## config.mk

```make
export PLATFORM = sky130hd
export DESIGN_NAME = seq_multiplier
export DESIGN_NICKNAME = d
export VERILOG_FILES = /design/src/rtl/seq_multiplier_pkg.sv /design/src/rtl/seq_multiplier_step.sv /design/src/rtl/seq_multiplier.sv
export SDC_FILE = /design/constraint.sdc
export NUM_CORES = 1
export LEC_CHECK = 0
export ABC_AREA = 1
export ABC_CLOCK_PERIOD_IN_PS = 1640
export BUFFER_PORTS_ARGS = -buffer_cell sky130_fd_sc_hd__buf_2
export CAP_MARGIN = 25
export CORE_MARGIN = 1
export CORE_UTILIZATION = 43
export CTS_CLUSTER_DIAMETER = 100
export CTS_CLUSTER_SIZE = 8
export DETAILED_ROUTE_END_ITERATION = 12
export SYNTH_ARGS = -nofsm -noshare
export SYNTH_HDL_FRONTEND = slang
export SYNTH_SLANG_ARGS = --single-unit
```

## constraint.sdc

```tcl
create_clock -name clk -period 1.64 [get_ports clk]
set_clock_uncertainty 0.15 [all_clocks]
set_input_delay 0.164 -clock clk [delete_from_list [all_inputs] [get_ports clk]]
set_output_delay 0.164 -clock clk [all_outputs]
set_load 0.01 [all_outputs]
```

## src/rtl/seq_multiplier_pkg.sv

```systemverilog
// rtl/seq_multiplier_pkg.sv - state encoding and sizing helper shared by the shift-add multiplier
package seq_multiplier_pkg;

   typedef enum logic [1:0] {
      ST_IDLE = 2'd0,
      ST_CALC = 2'd1,
      ST_SIGN = 2'd2,
      ST_DONE = 2'd3
   } state_e;

   function automatic int clog2(input int value);
      int bits;
      bits = 0;
      while ((1 << bits) < value) bits++;
      return bits;
   endfunction

endpackage

```

## src/rtl/seq_multiplier_step.sv

```systemverilog
// rtl/seq_multiplier_step.sv - one combinational add-and-shift row of the shift-add multiplier
module seq_multiplier_step #(
   parameter int WIDTH = 8
) (
   input  logic [WIDTH-1:0] acc_i,
   input  logic [WIDTH-1:0] mag_m_i,
   input  logic [WIDTH-1:0] mag_q_i,
   output logic [WIDTH-1:0] acc_o,
   output logic [WIDTH-1:0] mag_q_o
);

   logic [WIDTH:0] sum;

   // The carry out of the add becomes the new accumulator MSB after the shift.
   assign sum = mag_q_i[0] ? ({1'b0, acc_i} + {1'b0, mag_m_i}) : {1'b0, acc_i};
   assign {acc_o, mag_q_o} = {sum, mag_q_i[WIDTH-1:1]};

endmodule

```

## src/rtl/seq_multiplier.sv

```systemverilog
// rtl/seq_multiplier.sv - iterative signed/unsigned shift-add multiplier with valid/ready handshakes
module seq_multiplier
   import seq_multiplier_pkg::*;
#(
   parameter int WIDTH = 8
) (
   input  logic               clk,
   input  logic               rst_n,
   input  logic               in_valid,
   output logic               in_ready,
   input  logic [WIDTH-1:0]   m,
   input  logic [WIDTH-1:0]   q,
   input  logic               sgn,
   output logic               out_valid,
   input  logic               out_ready,
   output logic [2*WIDTH-1:0] product
);

   localparam int CW = clog2(WIDTH + 1);
   localparam int PW = 2 * WIDTH;

   state_e           state_q, state_d;
   logic [CW-1:0]    cnt_q, cnt_d;
   logic [WIDTH-1:0] acc_q, acc_d;
   logic [WIDTH-1:0] mag_m_q, mag_m_d;
   logic [WIDTH-1:0] mag_q_q, mag_q_d;
   logic             neg_q, neg_d;
   logic [PW-1:0]    product_q, product_d;
   logic             out_valid_q, out_valid_d;

   logic             accept;
   logic [WIDTH-1:0] step_acc, step_mag_q;
   logic [PW-1:0]    full;

   seq_multiplier_step #(.WIDTH(WIDTH)) u_step (
      .acc_i   (acc_q),
      .mag_m_i (mag_m_q),
      .mag_q_i (mag_q_q),
      .acc_o   (step_acc),
      .mag_q_o (step_mag_q)
   );

   assign in_ready  = (state_q == ST_IDLE) | ((state_q == ST_DONE) & out_ready);
   assign accept    = in_valid & in_ready;
   assign full      = {acc_q, mag_q_q};
   assign out_valid = out_valid_q;
   assign product   = product_q;

   always_comb begin
      state_d     = state_q;
      cnt_d       = cnt_q;
      acc_d       = acc_q;
      mag_m_d     = mag_m_q;
      mag_q_d     = mag_q_q;
      neg_d       = neg_q;
      product_d   = product_q;
      out_valid_d = out_valid_q;

      case (state_q)
         ST_IDLE: state_d = ST_IDLE;
         ST_CALC: begin
            acc_d   = step_acc;
            mag_q_d = step_mag_q;
            cnt_d   = cnt_q - CW'(1);
            if (cnt_q == CW'(1)) state_d = ST_SIGN;
         end
         ST_SIGN: begin
            product_d   = neg_q ? (~full + PW'(1)) : full;
            out_valid_d = 1'b1;
            state_d     = ST_DONE;
         end
         ST_DONE: begin
            if (out_ready) begin
               out_valid_d = 1'b0;
               state_d     = ST_IDLE;
            end
         end
         default: state_d = ST_IDLE;
      endcase

      // Capture overrides the IDLE/DONE transitions above, giving back-to-back issue from DONE.
      if (accept) begin
         mag_m_d = (sgn && m[WIDTH-1]) ? (~m + WIDTH'(1)) : m;
         mag_q_d = (sgn && q[WIDTH-1]) ? (~q + WIDTH'(1)) : q;
         neg_d   = sgn & (m[WIDTH-1] ^ q[WIDTH-1]);
         acc_d   = '0;
         cnt_d   = CW'(WIDTH);
         state_d = ST_CALC;
      end
   end

   always_ff @(posedge clk or negedge rst_n) begin
      if (!rst_n) begin
         state_q     <= ST_IDLE;
         cnt_q       <= '0;
         acc_q       <= '0;
         mag_m_q     <= '0;
         mag_q_q     <= '0;
         neg_q       <= 1'b0;
         product_q   <= '0;
         out_valid_q <= 1'b0;
      end else begin
         state_q     <= state_d;
         cnt_q       <= cnt_d;
         acc_q       <= acc_d;
         mag_m_q     <= mag_m_d;
         mag_q_q     <= mag_q_d;
         neg_q       <= neg_d;
         product_q   <= product_d;
         out_valid_q <= out_valid_d;
      end
   end

endmodule

```

==> results.toml, run 1 <==
[run_status]
status = "finished with violations"
violations = "negative setup slack"

[sta]
period_share_pct = 108
rsz0062_at_grt = "true"
tightestPinTransition_ns = 0.471
max_slew_margin_pct = 68.6
setup_viol = 12
max_freq_ghz = 0.562
final_hold_viol_count = 0
report.final.slew_viol_count = 0
finalCriticalPeriod_ns = 1.78
fin_ws_ns = -0.139

[placement]
post-dp-hpwl_mm = 5.56
port_buffers = 38
dp.cells = 581
globalplace.congestion = 0.834

[cells_and_area]
stdcell_count = 601
area_delta_synth_final_pct = 30.1
final_nets = 543
multi_input_area_um2 = 1820
antenna_cells = 0
fill_cells = 668
seq_area_um2 = 1200
drive_above_1_share_pct = 26.9

[yosys]
ys_seq_area_share_pct = 38.4
synth_nets = 465
synth-seq-cells = 48
yosys.area.top_type = "dfrtp_1"
ys.flop_type = "dfrtp_1"
synth_commonest_cells = "nand2_1 (126), inv_1 (56), dfrtp_1 (48), o21ai_0 (34), nand3_1 (33)"
synthArstFlopShare_pct = 100
syn-instance-count = 426
synth.top_cells.by_area = "dfrtp_1 (38%), nand2_1 (15%), ha_1 (6.8%)"
yosysTopAreaCellShare_pct = 38.4
syn_area_per_cell_um2 = 7.35
ys.warnings.count = 0
synth-edff-count = 0
synth.most_common_cell = "nand2_1"
synthesis.area_um2 = 3130
ys_types = 33

[route]
route.detailed.drc = 0
drtAntennaViolNets = 0
wire_per_inst_um = 12.1
firstDrtPassIters = 6
detail_route.vias_per_cell = 4.92
drt_wl_total_mm = 7.26
vias = 2956
first_iter_violations = 133

[clock_network]
cts.sinks = 48
clk-insertion-delay-late_ns = 0.30
path_clk_slew_ns = 0.09
numCtsBuffers = 5
clockBufferDepth = 2
cts.htree.levels = 2
cts_tree = "yes"
root_buffer = "clkbuf_8"

[global_route]
grt_pass1_vias = 2647
grt_max_degree = 30
track_usage_pct = 19.8
grt_antenna_before_repair = 0
grt_pass1_wl_mm = 12.0
grt.overflow.total = 0

[setup_path]
crit_path_top_delay_cell = "dfrtp_1"
cp.depth = 9
required_ns = 1.72
crit_arrival_ns = 1.86
crit_chain = "ha_2 -> inv_2 -> fa_2 -> o21ai_2 -> nand2_1 -> or2_0 -> nand3_1 -> nand2_1 -> o21ai_1"
worst-path-buf-inv = 1
critPathMaxStageDelay_ns = 0.37
r2r_slack_ns = -0.14
critPathTopFamily = "adder cells"
crit_type = "flip-flop to flip-flop"
start_kind = "flip-flop"
end_kind = "flip-flop"
r2r_cells = 9
cp_max_fo = 3
path_common_cell = "nand2_1"

[power]
comb_power_share_pct = 59.4
switching_power_w = 0.00317
power_frac_clock_pct = 11.8
power.internal_w = 0.00407
p_leak_nw = 2.07
power_density_nw_per_um2 = 1780
pwr-share-seq_pct = 28.8
switching_share_pct = 43.8
finalPower_w = 0.00724
ir_drop_mv = 0.541

[floorplan]
io_pins = 39
start_util_pct = 45.3
die_area_um2 = 7630
die_x_um = 87.3
num_rows = 30
core_area_um2 = 6910
die_h_um = 87.3

[flow_run]
maxCapViolCount = 0

[hold_path]
worstHoldPathCells = 3
hold_path_class = "input pin to flip-flop"
## state kept, by name, summed over array words and instances, names as in the netlist
signal	cells
acc_q	8
product	16
out_valid	1
mag_q_q	8
neg_q	1
state_q	2
mag_m_q	8
cnt_q	4
## power by group through the flow
stage	sequential [W]	clock [W]	combinational [W]
5_1_grt	0.00215	0.000938	0.00481
3_5_place_dp	0.00206	0	0.00373
4_1_cts	0.00205	0.000888	0.00393
2_1_floorplan	0.00209	0	0.00243
6_report	0.00209	0.000855	0.00430
3_3_place_gp	0.00205	0	0.00368
## through the flow
stage	utilization (%)	TNS (ns)	worst slack, ns	cell area [um^2]	hold WS, ns
2_1_floorplan	-	-0.123	-0.0776	3140	-0.282
3_3_place_gp	52.7	-0.171	-0.0619	3640	-0.00166
3_5_place_dp	52.7	-0.529	-0.104	3640	-0.00124
4_1_cts	55.9	-0.306	-0.125	3860	0.00349
5_1_grt	59.0	-2.54	-0.222	4070	0.0358
6_report	59.0	-0.653	-0.139	4070	0.0199
## repair_timing
item / in CTS / in global routing
resized for setup: 19 / 49
setup buffers: 2 / 7
endpoints found under the hold margin: 21 / 1
hold buffers: 3 / 1
pin swaps: 5 / 12
setup endpoints to repair: 23 / 21
## layout make-up
type                       count  share of cell area (%)
timing repair buffer          82                    14.4
tap                           96                    2.95
clock buffer                   5                    1.69
inverter                      58                    5.74
clock inverter                 3                    1.04
multi-input combinational    309                    44.7
sequential                    48                    29.5
## cells by family (layout without fill, tap and decap cells)
| family | after synthesis | count (layout) | share of synthesized area [%] |
|---|---|---|---|
| xor+xnor | 12 | 12 | 3.36 |
| compound gates | 73 | 73 | 13.7 |
| buf+inv | 69 | 148 | 9.35 |
| flops | 48 | 48 | 38.4 |
| simple gates | 206 | 206 | 27.8 |
| fa+ha+maj | 18 | 18 | 7.43 |
## worst paths after layout
path / startpoint / endpoint
hold reg to reg: product[14] / product[14]
max in group asynchronous: rst_n / mag_q_q[3]
setup / recovery: mag_m_q[0] / acc_q[3]
setup reg to reg: mag_m_q[0] / acc_q[3]
min in group asynchronous: rst_n / out_valid
hold / removal: m[0] / mag_m_q[0]
## worst register-to-register path, delay by kind of cell (launching register included)
kind / cells / cell delay (ns)
compound gates: 2 / 0.19
fa+ha+maj: 2 / 0.56
buf+inv: 1 / 0.04
flops: 1 / 0.37
simple gates: 4 / 0.41
## placed cells by master, fill, tap and decap left out, drive strengths merged
| master | Yosys | final |
|---|---|---|
| o22ai | 2 | 2 |
| dfrtp | 48 | 48 |
| bufinv | 0 | 1 |
| buf | 8 | 78 |
| xor2 | 11 | 11 |
| nand4 | 9 | 9 |
| or2 | 2 | 2 |
| a31oi | 2 | 2 |
| clkinv | 0 | 2 |
| xnor2 | 1 | 1 |
| o211ai | 7 | 7 |
| inv | 58 | 56 |
| o21ai | 40 | 40 |
| nand2 | 131 | 131 |
| nor4 | 1 | 1 |
| nand3b | 1 | 1 |
| o21bai | 2 | 2 |
| ha | 17 | 17 |
| dlygate4sd3 | 0 | 4 |
| o221ai | 3 | 3 |
| clkinvlp | 0 | 2 |
| fa | 1 | 1 |
| nand3 | 34 | 34 |
| clkbuf | 3 | 5 |
| nor2 | 28 | 28 |
| a21oi | 16 | 16 |
| a22oi | 1 | 1 |
## layer usage
metal / global-route usage (%) / part of all wire [%] / vias to the layer above
met5: 0 / 0 / -
met3: 2.94 / 3.6 / 2
li1: - / - / 1537
met4: 5.22 / 0.34 / 0
met1: 28.2 / 52 / 1344
met2: 31.2 / 44 / 73
Note: power is estimated with default switching activity, not from simulation.
==> inputs of run 2 (changes only) <==
--- a/config.mk
+++ b/config.mk
@@ -12,7 +12,7 @@
 export CORE_MARGIN = 1
 export CORE_UTILIZATION = 43
 export CTS_CLUSTER_DIAMETER = 100
-export CTS_CLUSTER_SIZE = 8
+export CTS_CLUSTER_SIZE = 28
 export DETAILED_ROUTE_END_ITERATION = 12
 export SYNTH_ARGS = -nofsm -noshare
 export SYNTH_HDL_FRONTEND = slang
==> constraint.sdc (replaced) <==
create_clock -name clk -period 1.64 [get_ports clk]
set_clock_uncertainty 0.15 [all_clocks]
set_input_delay 0.328 -clock clk [delete_from_list [all_inputs] [get_ports clk]]
set_output_delay 0.328 -clock clk [all_outputs]
set_load 0.01 [all_outputs]
==> results.toml, run 2 (synthesized netlist as in run 1, its figures left out) <==
[hold_path]
min-delay-start = "out_ready"
hold_end = "out_valid"
worstHoldPathCells = 2
hold_path_class = "input pin to flip-flop"

[floorplan]
start_util_pct = 45.3
io_pins = 39
core_area_um2 = 6910
die_h_um = 87.3
die_area_um2 = 7630
die_x_um = 87.3
num_rows = 30

[cells_and_area]
seq_area_um2 = 1200
antenna_cells = 0
final_cell_mix = "nand2_1 (119), inv_1 (49), dfrtp_1 (48)"
fill_cells = 700
drive_above_1_share_pct = 26.8
area_delta_synth_final_pct = 29.1
final_nets = 546
multi_input_area_um2 = 1770
final_util_pct = 58.5
layout_commonest_cell = "nand2_1"
largest_reg_flops = 16

[power]
ir_drop_mv = 0.644
p_leak_nw = 2.08
finalPower_w = 0.00736
power_density_nw_per_um2 = 1820

[setup_path]
crit_arrival_ns = 1.85
rr_startpoint = "mag_m_q[0]"
critPathMaxStageDelay_ns = 0.36
required_ns = 1.73
r2r_slack_ns = -0.12
crit_path_top_delay_cell = "dfrtp_1"
cp_max_fo = 3
crit_type = "flip-flop to flip-flop"
r2r_cells = 9
path_common_cell = "nand2_1"
r2r-end = "acc_q[3]"
critPathTopFamily = "adder cells"
worst-path-buf-inv = 1
crit_chain = "ha_2 -> inv_2 -> fa_2 -> o21ai_2 -> nand2_1 -> or2_0 -> nand3_1 -> nand2_1 -> o21ai_1"
end_kind = "flip-flop"
start_kind = "flip-flop"

[sta]
whs_ns = 0.0806
setup_viol = 18
max_slew_margin_pct = 70.5
fin_ws_ns = -0.121
max_freq_ghz = 0.568
report.final.slew_viol_count = 0
finalCriticalPeriod_ns = 1.76
rsz0062_at_grt = "true"
period_share_pct = 107
tightestPinTransition_ns = 0.438
final_hold_viol_count = 0

[clock_network]
cts_tree = "yes"
cts.sinks = 48
clk-insertion-delay-late_ns = 0.31
numCtsBuffers = 5
cts.htree.levels = 2
path_clk_slew_ns = 0.09
root_buffer = "clkbuf_8"
clockBufferDepth = 2

[global_route]
track_usage_pct = 20.7
grt_antenna_before_repair = 0
grt_pass1_wl_mm = 12.3
grt_max_degree = 49
grt.overflow.total = 0
grt_pass1_vias = 2680

[route]
drt_wl_total_mm = 7.60
first_iter_violations = 147
wire_per_inst_um = 12.6
drtAntennaViolNets = 0
firstDrtPassIters = 4
route.detailed.drc = 0
detail_route.vias_per_cell = 4.88
vias = 2943

[placement]
post-dp-hpwl_mm = 5.56
globalplace.congestion = 0.824
port_buffers = 38

[run_status]
status = "finished with violations"
violations = "negative setup slack"

[flow_run]
maxCapViolCount = 0
[run 2: area by class of cell]
class                   instances  share of cell area (%)
flip-flops and latches         48                    29.7
inverters                      58                    5.85
repair buffers                 85                    15.2
clock buffers                   7                    2.38
multi-input cells             309                    43.9
well taps                      96                    2.97
[run 2: worst register-to-register path, stage by stage (launching register included)]
cell	delay, ns
dfrtp_1	0.36
ha_2	0.19
inv_2	0.04
fa_2	0.36
o21ai_2	0.13
nand2_1	0.08
or2_0	0.20
nand3_1	0.07
nand2_1	0.05
o21ai_1	0.07
[run 2: per-layer routing]
metal  track usage [%]  vias to the layer above  share of wire (%)
met5                 0                        -                  0
met4              5.51                        0                1.3
met3              3.13                       11                3.4
met2              33.0                       64                 45
met1              29.1                     1327                 51
li1                  -                     1541                  -
[run 2: worst max path at each step]
stage | from | endpoint | slack [ns] | cells past startpoint
global route | mag_m_q[0] | acc_q[3] | -0.21 | 9
detailed placement | mag_m_q[0] | acc_q[3] | -0.13 | 9
global placement | state_q[0] | mag_q_q[1] | -0.06 | 8
finish | mag_m_q[0] | acc_q[3] | -0.12 | 9
floorplan | acc_q[0] | acc_q[3] | -0.08 | 9
CTS | mag_m_q[0] | acc_q[3] | -0.14 | 9
[run 2: stage by stage]
step                instances  worst slack, ns  instance area, um^2  TNS (ns)
finish                    603           -0.121                 4040    -0.881
global route              603           -0.213                 4040     -2.57
CTS                       592           -0.136                 3830    -0.411
global placement          581          -0.0553                 3640    -0.169
detailed placement        581           -0.133                 3640    -0.376
floorplan                 426          -0.0776                 3140    -0.123
[run 2: power breakdown]
part | internal (W) | switching, W
clock | 0.000376 | 0.000402
sequential | 0.00169 | 0.000378
combinational | 0.00203 | 0.00249
[run 2: timing repair]
item,CTS,global route
hold endpoints to repair,48,0
gates resized for setup,21,46
setup buffers,3,13
gates cloned,0,0
hold buffers,1,0
endpoints found under the setup margin,21,28
pin swaps,7,12
==> inputs of run 3 (changes only) <==
--- a/config.mk
+++ b/config.mk
@@ -14,6 +14,7 @@
 export CTS_CLUSTER_DIAMETER = 100
 export CTS_CLUSTER_SIZE = 28
 export DETAILED_ROUTE_END_ITERATION = 12
+export PLACE_DENSITY_LB_ADDON = 0.05
 export SYNTH_ARGS = -nofsm -noshare
 export SYNTH_HDL_FRONTEND = slang
 export SYNTH_SLANG_ARGS = --single-unit
==> results.toml, run 3 (synthesized netlist as in run 1, its figures left out) <==
[floorplan]
start_util_pct = 45.3
num_rows = 30
die_x_um = 87.3
die_area_um2 = 7630
io_pins = 39
die_h_um = 87.3
core_area_um2 = 6910

[route]
first_iter_violations = 147
vias = 2933
route.detailed.drc = 0
detail_route.vias_per_cell = 4.94
wire_per_inst_um = 12.6
drtAntennaViolNets = 0
drt_wl_total_mm = 7.48
firstDrtPassIters = 5

[sta]
tightestPinTransition_ns = 0.331
finalCriticalPeriod_ns = 1.79
period_share_pct = 109
fin_ws_ns = -0.147
rsz0062_at_grt = "true"
report.final.slew_viol_count = 0
max_slew_margin_pct = 77.7
max_freq_ghz = 0.560
setup_tns_ns = -0.437
setup_viol = 8
final_hold_viol_count = 0

[clock_network]
path_clk_slew_ns = 0.09
numCtsBuffers = 5
clk-insertion-delay-late_ns = 0.30
cts.htree.levels = 2
clockBufferDepth = 2
cts_tree = "yes"
root_buffer = "clkbuf_8"
cts.sinks = 48

[cells_and_area]
layout_commonest_cell = "nand2_1"
antenna_cells = 0
stdcell_count = 594
final_cell_mix = "nand2_1 (119), inv_1 (48), dfrtp_1 (48)"
final_nets = 537
drive_above_1_share_pct = 25.9
largest_reg_flops = 16
design_area_um2 = 3980
area_delta_synth_final_pct = 27.3

[placement]
placed_area_um2 = 3650
port_buffers = 38
dp.cells = 582
globalplace.congestion = 0.839
post-dp-hpwl_mm = 5.62

[run_status]
status = "finished with violations"
violations = "negative setup slack"

[power]
p_leak_nw = 2.01
ir_drop_mv = 0.526
power_density_nw_per_um2 = 1790

[global_route]
grt.overflow.total = 0
grt_max_degree = 49
track_usage_pct = 21.1
grt_pass1_vias = 2706
grt_pass1_wl_mm = 12.5
grt_antenna_before_repair = 0

[hold_path]
hold_path_class = "input pin to flip-flop"

[setup_path]
critPathTopFamily = "adder cells"
end_kind = "flip-flop"
crit_chain = "ha_2 -> inv_2 -> fa_2 -> o21ai_2 -> nand2_1 -> or2_0 -> nand3_1 -> nand2_1 -> o21ai_1"
path_common_cell = "nand2_1"
crit_type = "flip-flop to flip-flop"
required_ns = 1.72
crit_arrival_ns = 1.87
crit_path_top_delay_cell = "dfrtp_1"
critPathMaxStageDelay_ns = 0.37
cp_max_fo = 3
start_kind = "flip-flop"
worst-path-buf-inv = 1

[flow_run]
maxCapViolCount = 0
[run 3: changes by cell type in the layout (fill, tap and decap cells not counted), moves of 3 or more]
cell | before | now
buf_4 | 36 | 32
buf_6 | 7 | 3
ha_1 | 11 | 7
ha_4 | 2 | 5
[run 3: final timing paths]
check                                 start     endpoint  slack, ns  cells after the start
worst max-delay path               acc_q[0]     acc_q[3]      -0.15                      9
worst min-delay path              out_ready    out_valid       0.07                      2
worst max register to register     acc_q[0]     acc_q[3]      -0.15                      9
worst min register to register  product[14]  product[14]       0.33                      2
max in group asynchronous             rst_n   mag_m_q[4]       0.72                      3
min in group asynchronous             rst_n   product[0]       0.39                      3
[run 3: through the flow]
step           utilization (%)  power, W  setup WS (ns)  hold WS [ns]
2_1_floorplan                -   0.00452        -0.0776        -0.118
3_3_place_gp              52.8   0.00576        -0.0692         0.187
3_5_place_dp              52.8   0.00581         -0.136         0.183
4_1_cts                   56.0   0.00685         -0.126        0.0666
5_1_grt                   57.7   0.00784         -0.250        0.0669
6_report                  57.7   0.00714         -0.147        0.0737
[run 3: worst reg2reg max path: cells and delay by family (launching register included)]
kind                       cells  cell delay (ns)
AOI/OAI and AO/OA              2             0.20
adders and majority gates      2             0.55
buffers and inverters          1             0.04
DFF                            1             0.37
and+or+nand+nor                4             0.41
[run 3: cell type report]
class                           instances  area, um^2
Clock buffer                            6        72.6
Clock inverter                          1        5.00
Fill cell                             697        2920
Inverter                               58         231
Multi-Input combinational cell        309        1820
Sequential cell                        48        1200
Tap cell                               96         120
Timing Repair Buffer                   76         529
[run 3: metal layers]
layer / routed length (um) / track usage [%] / vias to the layer above
met1: 3800 / 29.7 / 1341
met5: 0 / 0 / -
met2: 3340 / 33.6 / 60
li1: - / - / 1525
met4: 77 / 5.22 / 0
met3: 267 / 3.41 / 7
[run 3: timing repair]
item                                   4_1_cts  5_1_grt
hold buffers                                 1        0
gates resized for setup                     29       30
setup buffers                                4        0
endpoints found under the hold margin       48        0
gates cloned                                 0        0
setup endpoints to repair                   24       33
pin swaps                                   10       15
[run 3: power by group]
group          switching [W]  internal (W)  total (W)
clock network       0.000393      0.000291   0.000684
registers           0.000410       0.00169    0.00210
logic                0.00242       0.00194    0.00436
total                0.00322       0.00392    0.00714
